### src/rtl/sisc_mux_pkg.sv
// Shared definitions for the SISC arbitrating output mux: mode encodings and
// the modulo-N increment used by the round-robin search.
package sisc_mux_pkg;

  localparam logic MODE_EXPLICIT = 1'b0;
  localparam logic MODE_RR       = 1'b1;

  // Compare-and-reset wrap so non-power-of-2 channel counts stay in range.
  function automatic logic [31:0] modInc(input logic [31:0] idx, input logic [31:0] n);
    logic [31:0] nxt;
    nxt = idx + 32'd1;
    return (nxt >= n) ? 32'd0 : nxt;
  endfunction

endpackage

### src/rtl/rr_pick.sv
// Round-robin picker: first requesting channel after 'last', searching
// upward with wrap at NUM_IN.
module rr_pick
  import sisc_mux_pkg::*;
#(
  parameter int NUM_IN = 4,
  parameter int SEL_W  = $clog2(NUM_IN)
) (
  input  logic [NUM_IN-1:0] req,
  input  logic [SEL_W-1:0]  last,
  output logic [SEL_W-1:0]  gnt_idx,
  output logic              gnt_vld
);

  logic [31:0] w_idx;

  always_comb begin
    gnt_vld = 1'b0;
    gnt_idx = '0;
    w_idx   = 32'(last);
    for (int k = 0; k < NUM_IN; k++) begin
      w_idx = modInc(w_idx, 32'(NUM_IN));
      if (!gnt_vld && req[w_idx[SEL_W-1:0]]) begin
        gnt_vld = 1'b1;
        gnt_idx = w_idx[SEL_W-1:0];
      end
    end
  end

endmodule

### src/rtl/mux_arb_reg.sv
// NUM_IN-way channel mux with explicit or round-robin selection, feeding a
// one-entry registered output stage behind a valid/ready handshake.
module mux_arb_reg
  import sisc_mux_pkg::*;
#(
  parameter int WIDTH  = 32,
  parameter int NUM_IN = 4,
  parameter int SEL_W  = $clog2(NUM_IN)
) (
  input  logic                    clk,
  input  logic                    rst,
  input  logic                    mode,
  input  logic [SEL_W-1:0]        sel,
  input  logic [NUM_IN*WIDTH-1:0] in_data,
  input  logic [NUM_IN-1:0]       in_valid,
  output logic [NUM_IN-1:0]       in_ready,
  output logic [WIDTH-1:0]        out_data,
  output logic [SEL_W-1:0]        out_src,
  output logic                    out_valid,
  input  logic                    out_ready
);

  logic [WIDTH-1:0]       r_outData;
  logic [SEL_W-1:0]       r_outSrc;
  logic                   r_outValid;
  logic [SEL_W-1:0]       r_last;

  logic [(2**SEL_W)-1:0]  w_validExt;
  logic                   w_selVld;
  logic [SEL_W-1:0]       w_rrIdx;
  logic                   w_rrVld;
  logic [SEL_W-1:0]       w_gntIdx;
  logic                   w_gntVld;
  logic                   w_canLoad;
  logic                   w_load;
  logic [WIDTH-1:0]       w_gntData;

  rr_pick #(
    .NUM_IN (NUM_IN),
    .SEL_W  (SEL_W)
  ) u_rr_pick (
    .req     (in_valid),
    .last    (r_last),
    .gnt_idx (w_rrIdx),
    .gnt_vld (w_rrVld)
  );

  // Padding the valid vector lets an out-of-range sel read a harmless zero.
  always_comb begin
    w_validExt               = '0;
    w_validExt[NUM_IN-1:0]   = in_valid;
    w_selVld                 = (32'(sel) < 32'(NUM_IN)) && w_validExt[sel];
  end

  always_comb begin
    w_gntIdx  = (mode == MODE_RR) ? w_rrIdx : sel;
    w_gntVld  = (mode == MODE_RR) ? w_rrVld : w_selVld;
    w_canLoad = !r_outValid || out_ready;
    w_load    = w_gntVld && w_canLoad && !rst;
  end

  always_comb begin
    in_ready  = '0;
    w_gntData = '0;
    for (int i = 0; i < NUM_IN; i++) begin
      if (w_gntIdx == SEL_W'(i)) begin
        in_ready[i] = w_load;
        w_gntData   = in_data[i*WIDTH +: WIDTH];
      end
    end
  end

  // A load can coincide with a drain, so the stage never inserts a bubble.
  always_ff @(posedge clk) begin
    if (rst) begin
      r_outValid <= 1'b0;
      r_outData  <= '0;
      r_outSrc   <= '0;
      r_last     <= SEL_W'(NUM_IN - 1);
    end else if (w_load) begin
      r_outValid <= 1'b1;
      r_outData  <= w_gntData;
      r_outSrc   <= w_gntIdx;
      r_last     <= w_gntIdx;
    end else if (out_ready) begin
      r_outValid <= 1'b0;
    end
  end

  assign out_data  = r_outData;
  assign out_src   = r_outSrc;
  assign out_valid = r_outValid;

endmodule

### config.mk
export PLATFORM = sky130hd
export DESIGN_NAME = mux_arb_reg
export DESIGN_NICKNAME = d
export VERILOG_FILES = /design/src/rtl/sisc_mux_pkg.sv /design/src/rtl/rr_pick.sv /design/src/rtl/mux_arb_reg.sv
export SDC_FILE = /design/constraint.sdc
export NUM_CORES = 1
export LEC_CHECK = 0
export ABC_AREA = 1
export BUFFER_PORTS_ARGS = -buffer_cell sky130_fd_sc_hd__clkbuf_2
export CORE_AREA = 2 2 84 86
export CTS_CLUSTER_SIZE = 14
export DETAILED_ROUTE_END_ITERATION = 12
export DIE_AREA = 0 0 86 88
export GPL_TIMING_DRIVEN = 0
export MAX_ROUTING_LAYER = met4
export PLACE_DENSITY = 0.86
export SKIP_CTS_REPAIR_TIMING = 1
export SLEW_MARGIN = 10
export SYNTH_ARGS = -nofsm -noshare
export SYNTH_HDL_FRONTEND = slang
export SYNTH_SLANG_ARGS = --single-unit
### constraint.sdc
create_clock -name clk -period 2.9 [get_ports clk]
set_clock_uncertainty 0.1 [all_clocks]
set_input_delay 0.29 -clock clk [delete_from_list [all_inputs] [get_ports clk]]
set_output_delay 0.29 -clock clk [all_outputs]
set_load 0.1 [all_outputs]
Word-level counts from Yosys, hierarchy flattened --
Cells that the tools add are included.
Word-level totals: flip-flop bits (word level) 37, input port bits 138, output and inout port bits 39, word-level logic and storage cells 67
Cells by class: add/sub/neg operators 4, order comparisons 9, equal/unequal tests 3, multiplexer cells 34, reduce and logical (&&, ||, !) cells 13
Operators by type and width (number):
- $mux W32 | 7
- $ge A32 B3 Y1 const B | 4
- $add A32 B1 Y32 const B | 3
- $mux W1 | 16
- $lt A2 B3 Y1 const B | 5
- $mux W2 | 6
- $bmux W1 S2 | 5
- $logic_and A1 B1 Y1 | 5
- $logic_not A1 Y1 | 5
- $eq A2 B2 Y1 const B | 2
- $add A2 B1 Y3 const B | 1
- $eq A2 B1 Y1 const B | 1
- $logic_not A2 Y1 | 1
- $reduce_bool A2 Y1 | 1
- $logic_or A1 B1 Y1 | 1

Logic depth before layout (Yosys ltp) --
depth in word-level cells 22, gate-level depth with buffers 19, gate-level depth less buffers 18

Hierarchy --
From an unflattened synthesis, not the netlist that was laid out.
Second synthesis, totals: cell total of the unflattened synthesis 504, area total of the unflattened synthesis 3019.1 um^2
By module, submodules not included:
- mux_arb_reg | instances 1, cells an instance 434, area an instance 2593.7 um^2, sequential area each 740.7 um^2
- rr_pick | instances 1, cells an instance 70, area an instance 425.4 um^2, sequential area each 0.0 um^2

Worst setup path after synthesis --
No wires, ideal clock.
kind reg-to-output, from register r_last[0], to output in_ready[1], arrival 3.238 ns, path slack -0.728 ns, cell stages (with the launch flop) 15, path buffers 3, cells stage by stage dfxtp_1 > buf_6 > inv_4 > ha_1 > inv_1 > nand3_2 > nand2_2 > nor2_4 > nand2_1 > nor3_2 > nor2_2 > buf_2 > buf_2 > nand2_1 > nor2_1
On the way: cells in the longest elaborated chain, start to end 20, elaborated cells between the ends (all ways) 40
RTL lines:
- start, declared | RTL line mux_arb_reg.sv:26 | logic [SEL_W-1:0] r_last;
- start signal, assigned | RTL line mux_arb_reg.sv:79 | r_last <= SEL_W'(NUM_IN - 1);
- start signal, assigned | RTL line mux_arb_reg.sv:84 | r_last <= w_gntIdx;
- $add A2 B1 Y3 (*) | RTL line sisc_mux_pkg.sv:11 | nxt = idx + 32'd1;
- $ge A32 B3 Y1 | RTL line sisc_mux_pkg.sv:12 | return (nxt >= n) ? 32'd0 : nxt;
- $mux W32 (*) | RTL line sisc_mux_pkg.sv:12
- $add A32 B1 Y32 | RTL line sisc_mux_pkg.sv:11
- $ge A32 B3 Y1 | RTL line sisc_mux_pkg.sv:12
- $mux W32 | RTL line sisc_mux_pkg.sv:12
- $add A32 B1 Y32 or $bmux W1 S2 (tied branches) | RTL line sisc_mux_pkg.sv:11, rr_pick.sv:23
- $ge A32 B3 Y1 or $mux W1 (tied branches) | RTL line sisc_mux_pkg.sv:12, rr_pick.sv:23
- [3 not listed]
- $mux W2 or $logic_and A1 B1 Y1 (tied branches) | RTL line sisc_mux_pkg.sv:12, rr_pick.sv:23
- $bmux W1 S2 or $mux W1 (tied branches) | RTL line rr_pick.sv:23 | if (!gnt_vld && req[w_idx[SEL_W-1:0]]) begin
- $mux W1 (not written as such) or $logic_not A1 Y1 (tied branches) | RTL line rr_pick.sv:23
- $logic_and A1 B1 Y1 | RTL line rr_pick.sv:23
- $mux W1 | RTL line rr_pick.sv:23
- $mux W1 | RTL line mux_arb_reg.sv:57 | w_gntVld = (mode == MODE_RR) ? w_rrVld : w_selVld;
- $logic_and A1 B1 Y1 (2 in series) | RTL line mux_arb_reg.sv:59 | w_load = w_gntVld && w_canLoad && !rst;
- $mux W1 (*) | RTL line mux_arb_reg.sv:66 | if (w_gntIdx == SEL_W'(i)) begin
- end, declared | RTL line mux_arb_reg.sv:16 | output logic [NUM_IN-1:0] in_ready,
Mark *: on every way between the ends. The rest lies on a longest branch, timed or not. The select of a mux whose other input is x is not followed.

Worst setup path after layout --
from register r_last[0], to output in_ready[3]
The elaborated chain is that of the path after synthesis.

==> run_results.csv <==
group,metric,value,unit
worst_hold_path,hp-class,"primary input to flip-flop",
worst_setup_path,reg2reg_depth,20,
place,dp_hpwl,7.581,mm
flow_run,drv_cap,0,
final_layout,fillers,620,
clock_tree,cts-htree-levels,2,
route,drt_iter0_drc,251,
worst_setup_path,cpMaxStageDelayCell,"dfxtp_2",
synthesis,avgSynthCellArea,5.853,sq um
timing,hold_violations,0,
place,dp_slack,-0.4000,ns
final_layout,final_cell_area,4189,sq um
clock_tree,clk_pin_slew,0.08,ns
clock_tree,cts_tree,"built",
status,outcome,"finished clean",
clock_tree,clk_path_buf_depth,2,
floorplan,io_pins,177,
place,placed_area,3850,sq um
synthesis,syn_inst,488,
worst_hold_path,hold_depth,2,
worst_setup_path,start_kind,"flip-flop",
timing,slew_violations,0,
final_layout,fin_nets,827,
route,drc,0,
global_routing,grt_pass1_wl,14.62,mm
timing,max_freq,351.9,MHz
synthesis,synth_top_cell_by_area,"dfxtp_1",
worst_setup_path,max_stage_delay,0.34,ns
place,gp_congestion,0.9534,
timing,finalWorstSetupSlack,0.05857,ns
power,power_leakage,2.303,nW
synthesis,yosysSeqAreaShare,25.93,%
global_routing,grt_max_degree,14,
route,drtAntennaViolNets,0,
clock_tree,clkSinkCount,37,
place,port_buffers,176,
timing,min_period,2.841,ns
timing,max_slew_margin,62.13,%
final_layout,seq_area,743.2,sq um
final_layout,drive_above_1_share,37.43,%
clock_tree,cts_buffers,5,
floorplan,fp.coreArea,6644,sq um
global_routing,grt_pass1_vias,3253,
final_layout,final_cells,764,
worst_setup_path,path_max_fanout,11,
synthesis,ys_seq_elements,37,
synthesis,synth.distinct_cells,32,
clock_tree,worstSkewPairLatency,0.29,ns
route,drt_pass1_iterations,4,
floorplan,die_x,86,microns
floorplan,dieArea,7568,sq um
synthesis,syn_area,2856,sq um
synthesis,ys_top_cells_by_area,"dfxtp_1, nand2_1, nor2_1",
worst_setup_path,critical_path.most_common_cell,"buf_8",
worst_setup_path,cp.required,2.51,ns
floorplan,die_height,88,microns
synthesis,ys.warnings.count,0,
worst_setup_path,path_cells,"buf_6 -> inv_8 -> ha_1 -> inv_1 -> o21ai_1 -> a21oi_1 -> nand4_1 -> nand3_2 -> nand2_4 -> buf_8 -> nor2_4 -> buf_8 -> buf_12",
global_routing,overflow,0,
power,power,2.813,mW
final_layout,syn2layout_area_growth,46.65,%
timing,worstMarginPinSlew,0.5704,ns
route,routed_wl,9.622,mm
floorplan,rows,30,
timing,holdWs,0.1624,ns
timing,setup_viol_count_final,0,
final_layout,multiInputGateArea,1938,sq um
power,power_density,671.6,nW/um^2
worst_setup_path,cp_data_arrival_time,2.45,ns
route,wl_per_cell,12.59,microns
global_routing,gr-usage-all-layers,24.58,%
clock_tree,cts_root_buf,"clkbuf_8",
worst_setup_path,cp-end-kind,"output pin",
synthesis,syn_nets,632,
route,vias,3723,
global_routing,antenna_found_initial,0,
synthesis,synth_top_area_share,25.93,%
place,dp.cells,744,
timing,fin_crit_sh,97.98,%
power,peakVddDrop,0.0004481,V
final_layout,diodes,0,
floorplan,initial_utilization,42.99,%
worst_setup_path,worstSetupPathType,"flip-flop to output pin",
route,avgViaCountPerCell,4.873,
through the flow:
step | utilization, % | setup TNS (ns)
2_1_floorplan | - | -0.2741
6_report | 63.05 | 0
4_1_cts | 59.64 | -2.008
5_1_grt | 63.05 | -0.09890
3_5_place_dp | 57.95 | -0.6562
3_3_place_gp | 57.95 | -0.4443
cell usage in the layout (no fill, tap or decap), types with 6 or more instances in the layout:
cell type and n:
o21ai_1 8, dfxtp_1 35, nand3_1 20, nor2_1 77, clkbuf_2 173, buf_6 7, inv_1 22, o21ai_0 16
a21boi_1 11, nand2_1 190, a21oi_1 28, nor2_4 8, nand2_2 8, buf_2 6, buf_4 16
power breakdown:
group | internal [mW] | total, mW | switching (mW) | leakage, nW
clock network | 0.258 | 0.463 | 0.205 | 0.0585
logic | 0.468 | 1.71 | 1.24 | 1.94
registers | 0.594 | 0.640 | 0.0466 | 0.305
total | 1.32 | 2.81 | 1.49 | 2.30
logic make-up (layout without fill, tap and decap cells):
group                      Yosys count  in the layout  share of synthesized area (%)
AOI/OAI and AO/OA                   71             71                          14.28
and+or+nand+nor                    324            324                          48.36
buffers and inverters               50            246                          8.804
adders and majority gates            6              6                          2.628
DFF                                 37             37                          25.93
final timing paths:
| check | startpoint | to | slack (ns) |
|---|---|---|---|
| max | r_last[0] | in_ready[3] | 0.06 |
| min | rst | out_data[20] | 0.16 |
| max reg2reg | r_last[0] | out_data[12] | 0.28 |
| min reg2reg | out_src[0] | out_src[0] | 0.37 |
cell type report:
class                      count  area share [%]
inverter                      28           2.748
sequential                    37           17.74
multi-input combinational    401           46.27
tap                           80           2.389
clock buffer                   5           1.643
timing repair buffer         189           24.28
clock inverter                 3           1.045
buffer                        21           3.883
Yosys cell counts, drive strengths merged:
cell and number:
or2 3, nand4 2, o211ai 3, nand2 203, dfxtp 37, o21ai 26
clkbuf 4, ha 6, nand3 22, a21oi 28, nor2 89, buf 18
nor3 1, a31oi 1, nand3b 4, o21bai 2, inv 28, a21boi 11
per-layer routing:
layer / track usage [%] / up-vias / part of all wire [%]
met3: 3.487 / 20 / 6.1
met5: - / - / 0
li1: - / 1926 / -
met4: 6.205 / 0 / 1.7
met1: 29.39 / 1620 / 41
met2: 43.41 / 157 / 51
worst max-delay path, delay by kind of cell, from the launching register on:
family | cells | cell delay [ns]
AO/OA/AOI/OAI | 2 | 0.34
adder cells (fa/ha/maj) | 1 | 0.22
buffers and inverters | 6 | 0.76
flip-flops | 1 | 0.34
AND/OR/NAND/NOR | 4 | 0.49
registers in the layout (all words and copies together) (netlist names):
register and count:
r_last 2, out_valid 1, out_src 2, out_data 32
(Power assumes the default switching activity.)
